**src/rtl/output_ctrl_if.sv**
```systemverilog
// Router output-port bundle: arbitration side (req/data/grant) and downstream link (send/data/receive).
// The controller takes the master view; the environment (input controllers + neighbour) the slave view.
interface output_ctrl_if #(
  parameter int DATA_WIDTH = 64,
  parameter int NUM_IN     = 4
);
  logic [NUM_IN-1:0]            req_in;
  logic [NUM_IN*DATA_WIDTH-1:0] data_in;
  logic [NUM_IN-1:0]            grant_out;
  logic                         receiveO;
  logic                         sendO;
  logic [DATA_WIDTH-1:0]        dataO;

  modport master (
    input  req_in, data_in, receiveO,
    output grant_out, sendO, dataO
  );

  modport slave (
    output req_in, data_in, receiveO,
    input  grant_out, sendO, dataO
  );
endinterface

```
**src/rtl/output_ctrl.sv**
```systemverilog
// Router output-port controller: round-robin arbitration into even/odd VC FIFOs,
// polarity selects which VC is written (P) and which drains to the neighbour (!P).

module output_ctrl_vcbuf #(
  parameter int DATA_WIDTH = 64,
  parameter int DEPTH      = 1
) (
  input  logic                  clk,
  input  logic                  rst,
  input  logic                  push,
  input  logic [DATA_WIDTH-1:0] push_data,
  input  logic                  pop,
  output logic [DATA_WIDTH-1:0] head,
  output logic                  full,
  output logic                  empty
);
  localparam int PTR_W = (DEPTH > 1) ? $clog2(DEPTH) : 1;
  localparam int CNT_W = $clog2(DEPTH + 1);
  localparam logic [PTR_W-1:0] LAST_PTR = PTR_W'(DEPTH - 1);
  localparam logic [CNT_W-1:0] FULL_CNT = CNT_W'(DEPTH);

  logic [DEPTH-1:0][DATA_WIDTH-1:0] mem_q, mem_d;
  logic [PTR_W-1:0] wr_ptr_q, wr_ptr_d;
  logic [PTR_W-1:0] rd_ptr_q, rd_ptr_d;
  logic [CNT_W-1:0] cnt_q, cnt_d;
  logic             empty_q, empty_d;

  // Full/empty come from the count; pointers only address storage.
  always_comb begin
    mem_d    = mem_q;
    wr_ptr_d = wr_ptr_q;
    rd_ptr_d = rd_ptr_q;
    cnt_d    = cnt_q;
    if (push && (cnt_q != FULL_CNT)) begin
      for (int e = 0; e < DEPTH; e++)
        if (wr_ptr_q == PTR_W'(e)) mem_d[e] = push_data;
      wr_ptr_d = (wr_ptr_q == LAST_PTR) ? '0 : wr_ptr_q + 1'b1;
      cnt_d    = cnt_d + 1'b1;
    end
    if (pop && !empty_q) begin
      rd_ptr_d = (rd_ptr_q == LAST_PTR) ? '0 : rd_ptr_q + 1'b1;
      cnt_d    = cnt_d - 1'b1;
    end
    empty_d = (cnt_d == '0);
  end

  always_comb begin
    head = '0;
    for (int e = 0; e < DEPTH; e++)
      if (rd_ptr_q == PTR_W'(e)) head = mem_q[e];
  end

  always_ff @(posedge clk or posedge rst) begin
    if (rst) begin
      mem_q    <= '0;
      wr_ptr_q <= '0;
      rd_ptr_q <= '0;
      cnt_q    <= '0;
      empty_q  <= 1'b1;
    end else begin
      mem_q    <= mem_d;
      wr_ptr_q <= wr_ptr_d;
      rd_ptr_q <= rd_ptr_d;
      cnt_q    <= cnt_d;
      empty_q  <= empty_d;
    end
  end

  assign full  = (cnt_q == FULL_CNT);
  assign empty = empty_q;
endmodule

module output_ctrl #(
  parameter int DATA_WIDTH   = 64,
  parameter int BUFFER_DEPTH = 1,
  parameter int NUM_IN       = 4
) (
  input  logic          clk,
  input  logic          rst,
  input  logic          polarity,
  output_ctrl_if.master io,
  output logic [1:0]    vc_empty
);
  localparam int IDX_W = (NUM_IN > 1) ? $clog2(NUM_IN) : 1;
  localparam logic [IDX_W-1:0] LAST_IDX = IDX_W'(NUM_IN - 1);

  logic [1:0][IDX_W-1:0]            rr_ptr_q, rr_ptr_d;
  logic [1:0]                       push, pop, full, empty;
  logic [1:0][DATA_WIDTH-1:0]       head;
  logic [NUM_IN-1:0][DATA_WIDTH-1:0] din;
  logic [NUM_IN-1:0]                grant;
  logic [DATA_WIDTH-1:0]            win_data;
  logic [IDX_W-1:0]                 win_idx;
  logic [IDX_W-1:0]                 sel;
  logic                             win_vld;
  logic                             rd_vc;
  logic                             send;
  int                               idx;

  assign din   = io.data_in;
  assign rd_vc = ~polarity;

  // Scan from the write VC's own pointer; nothing is granted while that VC is full or in reset.
  always_comb begin
    win_vld = 1'b0;
    win_idx = '0;
    sel     = '0;
    idx     = 0;
    if (!rst && !full[polarity]) begin
      for (int k = 0; k < NUM_IN; k++) begin
        idx = int'(rr_ptr_q[polarity]) + k;
        if (idx >= NUM_IN) idx = idx - NUM_IN;
        sel = IDX_W'(idx);
        if (!win_vld && io.req_in[sel]) begin
          win_vld = 1'b1;
          win_idx = sel;
        end
      end
    end
    grant    = win_vld ? (NUM_IN'(1) << win_idx) : '0;
    win_data = din[win_idx];
  end

  always_comb begin
    rr_ptr_d = rr_ptr_q;
    if (win_vld)
      rr_ptr_d[polarity] = (win_idx == LAST_IDX) ? '0 : win_idx + 1'b1;
  end

  always_ff @(posedge clk or posedge rst) begin
    if (rst) rr_ptr_q <= '0;
    else     rr_ptr_q <= rr_ptr_d;
  end

  assign send = !rst && io.receiveO && !empty[rd_vc];

  always_comb begin
    for (int v = 0; v < 2; v++) begin
      push[v] = win_vld && (polarity == v[0]);
      pop[v]  = send && (rd_vc == v[0]);
    end
  end

  for (genvar v = 0; v < 2; v++) begin : g_vc
    output_ctrl_vcbuf #(
      .DATA_WIDTH (DATA_WIDTH),
      .DEPTH      (BUFFER_DEPTH)
    ) u_buf (
      .clk       (clk),
      .rst       (rst),
      .push      (push[v]),
      .push_data (win_data),
      .pop       (pop[v]),
      .head      (head[v]),
      .full      (full[v]),
      .empty     (empty[v])
    );
  end

  assign io.grant_out = grant;
  assign io.sendO     = send;
  assign io.dataO     = (!rst && !empty[rd_vc]) ? head[rd_vc] : '0;
  assign vc_empty     = empty;
endmodule
```
**src/flat_wrapper.sv**
```systemverilog
// flat-port wrapper written by rule: the top's interface ports become plain ports
module output_ctrl_flat 
#(
  parameter int DATA_WIDTH   = 64,
  parameter int BUFFER_DEPTH = 1,
  parameter int NUM_IN       = 4
)
  (clk, rst, polarity, vc_empty, io_req_in, io_data_in, io_receiveO, io_grant_out, io_sendO, io_dataO);
  output_ctrl_if #(.DATA_WIDTH(DATA_WIDTH), .NUM_IN(NUM_IN)) io_i ();
  input  logic clk;
  input  logic rst;
  input  logic polarity;
  output logic [1:0] vc_empty;
  input wire logic [$bits(io_i.req_in)-1:0] io_req_in;
  input wire logic [$bits(io_i.data_in)-1:0] io_data_in;
  input wire logic [$bits(io_i.receiveO)-1:0] io_receiveO;
  output wire logic [$bits(io_i.grant_out)-1:0] io_grant_out;
  output wire logic [$bits(io_i.sendO)-1:0] io_sendO;
  output wire logic [$bits(io_i.dataO)-1:0] io_dataO;
  assign io_i.req_in = io_req_in;
  assign io_i.data_in = io_data_in;
  assign io_i.receiveO = io_receiveO;
  assign io_grant_out = io_i.grant_out;
  assign io_sendO = io_i.sendO;
  assign io_dataO = io_i.dataO;
  output_ctrl #(.DATA_WIDTH(DATA_WIDTH), .BUFFER_DEPTH(BUFFER_DEPTH), .NUM_IN(NUM_IN)) u_core (.clk(clk), .rst(rst), .polarity(polarity), .io(io_i), .vc_empty(vc_empty));
endmodule
```
**config.mk**
```make
export PLATFORM = sky130hd
export DESIGN_NAME = output_ctrl_flat
export DESIGN_NICKNAME = d
export VERILOG_FILES = /design/src/rtl/output_ctrl_if.sv /design/src/rtl/output_ctrl.sv /design/src/flat_wrapper.sv
export SDC_FILE = /design/constraint.sdc
export NUM_CORES = 1
export LEC_CHECK = 0
export CAP_MARGIN = 0
export CORE_UTILIZATION = 41
export CTS_BUF_LIST = sky130_fd_sc_hd__clkbuf_2 sky130_fd_sc_hd__clkbuf_4 sky130_fd_sc_hd__clkbuf_8
export DETAILED_ROUTE_END_ITERATION = 8
export HOLD_SLACK_MARGIN = 0.05
export PLACE_DENSITY = 0.85
export SLEW_MARGIN = 20
export SYNTH_ARGS = -nofsm -noshare
export SYNTH_HDL_FRONTEND = slang
export SYNTH_SLANG_ARGS = --single-unit
```
**constraint.sdc**
```tcl
create_clock -name clk -period 6.7 [get_ports clk]
set_input_delay 1.34 -clock clk [delete_from_list [all_inputs] [get_ports clk]]
set_output_delay 1.34 -clock clk [all_outputs]
set_load 0.02 [all_outputs]
```
==> results of run 1 <==
## path summary, 6_finish.rpt
check | to | slack [ns] | cells after the start
hold reg to reg | u_core.g_vc[1].u_buf.mem_q[56] | 0.51 | 2
max in group asynchronous | u_core.g_vc[1].u_buf.mem_q[45] | 3.53 | 4
setup / recovery | io_grant_out[1] | 1.13 | 9
min in group asynchronous | u_core.g_vc[1].u_buf.mem_q[18] | 1.69 | 3
hold / removal | u_core.g_vc[1].u_buf.mem_q[56] | 0.51 | 2
setup reg to reg | u_core.g_vc[1].u_buf.mem_q[55] | 2.82 | 8
## where the power goes
part	switching (mW)	internal, mW
registers	0.200	1.20
logic	0.914	0.746
clock network	0.329	0.414
total	1.44	2.36
## through the flow
stage	cells	utilization	power (mW)	area, sq um	setup slack (ns)
floorplan	886	-	2.417	8462	0.9383
global placement	1412	0.5865	3.005	11870	1.213
detailed placement	1412	0.5865	3.072	11870	1.054
CTS	1443	0.6080	3.814	12300	1.131
global route	1443	0.6082	4.042	12310	0.9669
finish	1443	0.6082	3.807	12310	1.131
## cell type report
cell class	count	area (sq um)
Sequential cell	136	3406
Clock inverter	9	138.9
Tap cell	270	337.8
Timing Repair Buffer	349	3470
Clock buffer	22	296.5
Inverter	7	30.03
Multi-Input combinational cell	650	4628
Fill cell	1713	7928
## flip-flops by register name (all words and copies together) (netlist names)
signal and count:
u_core.g_vc.u_buf.empty 2, u_core.g_vc.u_buf.full 2, u_core.g_vc.u_buf.mem_q 128, u_core.rr_ptr_q 4
## worst max-delay path, stage by stage
cell             delay (ns)
buf_4                  0.45
mux2_2                 0.44
mux2i_1                0.16
o211ai_1               0.19
or3b_4                 0.61
inv_1                  0.14
ha_1                   0.15
and2_1                 0.11
clkdlybuf4s50_1        0.60
## cells in the mapped netlist, types with 2 or more instances
master / n
inv_1: 7
nand3_1: 2
mux2_2: 3
o221ai_1: 128
and2_1: 4
buf_4: 4
a2111oi_2: 2
nor2_1: 71
nand4_1: 3
buf_2: 30
buf_6: 5
a21oi_1: 3
ha_1: 4
nor3_1: 2
mux2i_1: 132
buf_1: 6
o211ai_1: 129
nand2_1: 143
dfrtp_1: 134
dfstp_2: 2
clkbuf_1: 48
nor2b_1: 5
o21ai_0: 3
## logic make-up after synthesis
| group | count (synthesis) |
|---|---|
| buffers and inverters | 100 |
| XOR/XNOR | 2 |
| AO/OA/AOI/OAI | 271 |
| flip-flops | 136 |
| adder cells (fa/ha/maj) | 4 |
| multiplexers | 135 |
| AND/OR/NAND/NOR | 238 |
## layer usage
metal | part of all wire | wire [um]
met5 | 0 | 0
met4 | 0.027 | 767
met3 | 0.069 | 1985
met2 | 0.50 | 14460
met1 | 0.40 | 11720
==> results.toml, run 1 <==
[place]
place_congestion = 0.8279
dp_hpwl_mm = 19.43
port_buffers = 334

[timing]
drv_slew = 0
whs_ns = 0.5080
setup_violations = 0
worst_slew_pin_slew_ns = 1.084
max_freq_mhz = 179.6
period_minus_slack_ns = 5.569
tns_ns = 0
finalHoldViolations = 0
finalCritPeriodShare = 0.8312
skew_ns = 0.01577
relSlewSlack = 0.2748
rsz0062_at_grt = "no"

[worst_setup_path]
startpoint = "polarity"
path_max_fanout = 37
r2r_start = "u_core.rr_ptr_q[2]"
cp_data_required_time_ns = 5.36
arrival_ns = 4.23
start_kind = "primary input"
critPathKind = "in -> out"
worstSetupEndpointType = "primary output"

[grt]
first_global_vias = 8967
grt_start_max_net_pins = 113
met2_usage = 0.4791
top_usage_layer = "met2"
grt_overflow_total = 0
grt.met1_usage = 0.3386
grt_pass1_wl_mm = 46.51
use_met3 = 0.04138
track_usage = 0.2750
antenna_found_initial = 0

[route]
viasPerCell = 6.071
wl_per_cell_um = 20.05
drtIter0Drc = 591
drt_pre_antenna_iters = 5
finalWirelength_mm = 28.93
antenna_left = 0
vias = 8761
drcViolationCount = 0

[clock_network]
insertion_delay_ns = 0.45
cts_tree = "done"
hold_buffers = 0
cts_root_buf = "clkbuf_8"
cts_resized = 0
postCtsSetupRepairBufs = 0
clk_path_buf_depth = 2
cts.reportedPaths.clkPinSlew_ns = 0.08
htreeDepth = 4
clock_sinks = 136
cts_made_buffers = 17

[final_layout]
layout_commonest_cell = "clkdlybuf4s50_1"
syn_to_final_growth_pct = 45.50
diodes = 0
drive_gt1_frac = 0.05882
final_nets = 1429
final_cell_mix = "clkdlybuf4s50_1, nand2_1, dfrtp_1"

[logic_synthesis]
ys_async_sr_fraction = 1.000
ys_seq_area_frac = 0.4027
synth_xor_area_frac = 0.002071
yosysWarnings = 0
synth_compound_area_frac = 0.2599
mappedNetlistArea_sq_um = 8458
synth_top_family_by_area = "compound AO/OA/AOI/OAI gates"
synthCells = 886
yosys.area_share.adder = 0.005917
synth_top_area_frac = 0.3964
yosys.area_share.simple = 0.1142
muxShareOfSynthArea = 0.1602
syn_nets = 1154
ys_ff_latch = 136
synth_top_area_cell = "dfrtp_1"
synth_area_per_cell_sq_um = 9.546
synth.area.top_cells = "dfrtp_1, mux2i_1, o221ai_1"
synth_flop_cell = "dfrtp_1"
synthDistinctLibCells = 39
synth_edf_count = 0

[run]
max_cap_violations = 0

[outcome]
status = "complete, no violations"

[floorplan]
die_area_sq_um = 21210
ios = 335
dieWidth_um = 145.6
die_h_um = 145.6
core_area_sq_um = 20230
initial_utilization = 0.4180
fp-row-count = 52

[hold_path]
worstHoldStart = "u_core.g_vc[1].u_buf.mem_q[56]"
hold_path_class = "reg -> reg"

[power]
p_leak_nw = 5.201
powerDensity_nw_per_um2 = 309.4
ir_drop_v = 0.0001838
Note: power is estimated with default switching activity, not from simulation.
==> inputs of run 2 (changes only) <==
- clock period: 6.7 -> 4.8 ns (I/O delays scaled with it)
==> results.toml, run 2 (same netlist as run 1, synthesis figures left out) <==
[run]
max_cap_violations = 0

[final_layout]
reg_top3 = "u_core.g_vc.u_buf.mem_q: 128 flops, u_core.rr_ptr_q: 4 flops"
drive_gt1_frac = 0.06043
diodes = 0
syn_to_final_growth_pct = 47.00
final_nets = 1431
final_cell_mix = "clkdlybuf4s50_1, nand2_1, dfrtp_1"
largest_reg_flops = 128
regMostFlops = "u_core.g_vc.u_buf.mem_q"
layout_commonest_cell = "clkdlybuf4s50_1"
nFillCells = 1683

[clock_network]
insertion_delay_ns = 0.45
cts_resized = 0
postCtsSetupRepairBufs = 0
clock_sinks = 136
htreeDepth = 4
cts_root_buf = "clkbuf_8"
cts.reportedPaths.clkPinSlew_ns = 0.08
clk_path_buf_depth = 2
cts_made_buffers = 17
cts_tree = "done"
hold_buffers = 0

[route]
drt_pre_antenna_iters = 5
finalWirelength_mm = 29.37
antenna_left = 0
wl_per_cell_um = 20.32
viasPerCell = 6.075
vias = 8779
drtIter0Drc = 608
drcViolationCount = 0

[timing]
drv_slew = 0
period_minus_slack_ns = 4.518
skew_ns = 0.01202
relSlewSlack = 0.3095
max_freq_mhz = 221.3
worst_slew_pin_slew_ns = 1.036
finalCritPeriodShare = 0.9413
fin_ws_ns = 0.2816
finalHoldViolations = 0
tns_ns = 0
setup_violations = 0
rsz0062_at_grt = "no"

[grt]
grt_start_max_net_pins = 129
grt_overflow_total = 0
antenna_found_initial = 0
track_usage = 0.2767
first_global_vias = 8817
grt_pass1_wl_mm = 46.31

[outcome]
status = "complete, no violations"

[floorplan]
die_h_um = 145.6
initial_utilization = 0.4180
fp-row-count = 52
core_area_sq_um = 20230
dieWidth_um = 145.6
ios = 335
die_area_sq_um = 21210

[place]
place_congestion = 0.8382
port_buffers = 334
dp_slack_ns = 0.3114
dp_hpwl_mm = 19.49

[worst_setup_path]
path_delay_family = "buffers and inverters"
crit_buf_inv = 3
start_kind = "primary input"
path_max_fanout = 8
slowest_stage = "clkdlybuf4s50_1"
path_cells = "clkdlybuf4s50_1 -> nor2b_1 -> a31oi_1 -> o221a_2 -> nand4b_1 -> inv_1 -> ha_1 -> and2_1 -> clkdlybuf4s50_1"
worstSetupEndpointType = "primary output"
crit_path_max_incr_delay_ns = 0.61
crit_top_cell = "clkdlybuf4s50_1"
critPathKind = "in -> out"
cp_data_required_time_ns = 3.84
arrival_ns = 3.56

[power]
ir_drop_v = 0.0002237
powerDensity_nw_per_um2 = 440.9
p_leak_nw = 5.249

[hold_path]
hold_path_class = "reg -> reg"
[run 2: area by class of cell]
cell class / count / area, sq um / area share
Sequential cell: 136 / 3406 / 0.2739
Multi-Input combinational cell: 650 / 4628 / 0.3722
Tap cell: 270 / 337.8 / 0.02717
Clock buffer: 20 / 269.0 / 0.02164
Clock inverter: 11 / 219.0 / 0.01761
Timing Repair Buffer: 351 / 3543 / 0.2850
Inverter: 7 / 30.03 / 0.002415
[run 2: where the power goes]
part | internal (mW) | switching, mW
logic | 1.06 | 1.31
clock network | 0.704 | 0.453
registers | 1.68 | 0.284
[run 2: stage by stage]
step	std cells	utilization	cell area [sq um]	power (mW)	hold slack [ns]
after floorplan	886	-	8469	3.377	0.4764
after global placement	1414	0.5903	11950	4.220	0.4882
after detailed placement	1414	0.5903	11950	4.327	0.4957
after CTS	1445	0.6145	12430	5.494	0.5133
after global routing	1445	0.6145	12430	5.807	0.5246
final	1445	0.6145	12430	5.481	0.5090
[run 2: layer usage]
metal  wire length [um]  track usage  vias up
li1                   -            -     3990
met4                820       0.1116        0
met1              11810       0.3411     4296
met2              14740       0.4779      435
met3               1996      0.05078       58
met5                  0            0        -
[run 2: worst register-to-register path, cell delays in order, from the launching register on]
cell and delay (ns):
dfrtp_1 0.40, mux2i_1 0.30, nand2_1 0.14, o211ai_1 0.37
or3b_4 0.24, buf_4 0.53, buf_4 0.70, mux2i_1 0.42
o211ai_1 0.14
[run 2: path summary, 6_finish.rpt]
kind                                                 from                              to  slack [ns]  cells after the start
min                        u_core.g_vc[1].u_buf.mem_q[32]  u_core.g_vc[1].u_buf.mem_q[32]        0.51                      2
min reg2reg                u_core.g_vc[1].u_buf.mem_q[32]  u_core.g_vc[1].u_buf.mem_q[32]        0.51                      2
max reg2reg                            u_core.rr_ptr_q[2]  u_core.g_vc[1].u_buf.mem_q[59]        1.42                      8
max                                          io_req_in[2]                 io_grant_out[2]        0.28                      9
min in group asynchronous                             rst  u_core.g_vc[1].u_buf.mem_q[22]        1.37                      3
max in group asynchronous                             rst  u_core.g_vc[1].u_buf.mem_q[51]        2.05                      4
==> inputs of run 3 (changes only) <==
- CAP_MARGIN: 0 -> 20
- CORE_MARGIN: default -> 4
- SLEW_MARGIN: 20 -> 15
==> results.toml, run 3 (same netlist as run 1, synthesis figures left out) <==
[clock_network]
cts.reportedPaths.clkPinSlew_ns = 0.07
htreeDepth = 4
cts_root_buf = "clkbuf_8"
hold_buffers = 0
clock_sinks = 136
insertion_delay_ns = 0.44
clk_path_buf_depth = 2
cts_made_buffers = 17
cts_resized = 0
cts_tree = "done"
postCtsSetupRepairBufs = 0

[worst_setup_path]
rr_worst_depth = 7
r2r_start = "u_core.rr_ptr_q[2]"
path_max_fanout = 10
r2r_slack_ns = 1.78
worstSetupEndpointType = "primary output"
r2r_end = "u_core.g_vc[1].u_buf.mem_q[0]"
critPathKind = "in -> out"
cp_data_required_time_ns = 3.84
start_kind = "primary input"
startpoint = "io_req_in[0]"
arrival_ns = 3.56
critPathCapture = "io_grant_out[1]"

[final_layout]
syn_to_final_growth_pct = 46.11
largest_reg_flops = 128
regMostFlops = "u_core.g_vc.u_buf.mem_q"
layout_commonest_cell = "clkdlybuf4s50_1"
drive_gt1_frac = 0.06043
reg_top3 = "u_core.g_vc.u_buf.mem_q: 128 flops, u_core.rr_ptr_q: 4 flops"
final_cell_mix = "clkdlybuf4s50_1, nand2_1, dfrtp_1"
finalNonFillerCells = 1445
final_nets = 1430
diodes = 0

[route]
antenna_left = 0
finalWirelength_mm = 29.49
wl_per_cell_um = 20.40
vias = 8709
drt_pre_antenna_iters = 6
viasPerCell = 6.027
drtIter0Drc = 751
drcViolationCount = 0

[timing]
fin_ws_ns = 0.2821
skew_ns = 0.008501
setup_violations = 0
drv_slew = 0
finalCritPeriodShare = 0.9412
finalHoldViolations = 0
max_freq_mhz = 221.3
rsz0062_at_grt = "no"
period_minus_slack_ns = 4.518
tns_ns = 0
worst_slew_pin_slew_ns = 0.9868
relSlewSlack = 0.3422

[power]
p_leak_nw = 5.207
powerDensity_nw_per_um2 = 423.4
ir_drop_v = 0.0002242

[floorplan]
die_area_sq_um = 22990
die_h_um = 151.6
fp-row-count = 52
core_area_sq_um = 20230
dieWidth_um = 151.6
ios = 335
initial_utilization = 0.4180

[grt]
grt_start_max_net_pins = 191
track_usage = 0.2469
first_global_vias = 8516
grt_overflow_total = 0
grt_pass1_wl_mm = 44.66
antenna_found_initial = 0

[outcome]
status = "complete, no violations"

[place]
port_buffers = 334
place_congestion = 0.9050
dp_hpwl_mm = 20.05
place_inst = 1413
dp_slack_ns = 0.3045

[hold_path]
hold_path_class = "reg -> reg"

[run]
max_cap_violations = 0
## run 3: cell types whose count changed in the layout (fill, tap and decap cells not counted), sizes merged
cell,before,now
buf,18,17
bufinv,6,2
clkinv,3,5
inv,7,6
clkinvlp,2,6
## run 3: worst min path at each step
| stage | from | endpoint | slack [ns] | cells past startpoint |
|---|---|---|---|---|
| floorplan | u_core.g_vc[1].u_buf.mem_q[0] | u_core.g_vc[1].u_buf.mem_q[0] | 0.48 | 2 |
| global placement | u_core.g_vc[1].u_buf.mem_q[62] | u_core.g_vc[1].u_buf.mem_q[62] | 0.49 | 2 |
| detailed placement | u_core.g_vc[1].u_buf.mem_q[40] | u_core.g_vc[1].u_buf.mem_q[40] | 0.49 | 2 |
| CTS | u_core.g_vc[0].u_buf.mem_q[23] | u_core.g_vc[0].u_buf.mem_q[23] | 0.51 | 2 |
| global route | u_core.g_vc[1].u_buf.mem_q[27] | u_core.g_vc[1].u_buf.mem_q[27] | 0.52 | 2 |
| finish | u_core.g_vc[0].u_buf.mem_q[23] | u_core.g_vc[0].u_buf.mem_q[23] | 0.51 | 2 |
## run 3: stage by stage
step	hold slack, ns	instance area (sq um)	util	power (mW)
floorplan	0.4764	8469	-	3.377
global placement	0.4885	11960	0.5912	4.225
detailed placement	0.4950	11960	0.5912	4.301
CTS	0.5120	12360	0.6107	5.247
global route	0.5241	12360	0.6107	5.583
finish	0.5083	12360	0.6107	5.232
## run 3: per-layer routing
metal  part of all wire  global-route usage  wire length [um]
met3              0.084             0.05503              2474
met5                  0                   0                 0
met1               0.39              0.3152             11650
met4              0.032             0.09793               950
met2               0.49              0.4081             14410
## run 3: layout make-up
class | instances | area, sq um
Sequential cell | 136 | 3406
Clock inverter | 12 | 126.4
Multi-Input combinational cell | 650 | 4628
Inverter | 7 | 30.03
Clock buffer | 20 | 269.0
Timing Repair Buffer | 350 | 3561
Tap cell | 270 | 337.8
Fill cell | 1699 | 7876
## run 3: power breakdown
part           internal, mW  total [mW]  leakage (nW)  switching [mW]
logic                  1.05        2.34          3.33            1.28
clock network         0.491       0.936         0.190           0.446
registers              1.68        1.96          1.69           0.278
total                  3.22        5.23          5.21            2.01
## run 3: critical path, cell delays in order
cell             delay, ns
clkdlybuf4s50_1       0.58
nor2b_1               0.23
mux2i_1               0.16
o211ai_1              0.19
or3b_4                0.50
inv_1                 0.11
ha_1                  0.14
and2_1                0.11
clkdlybuf4s50_1       0.59
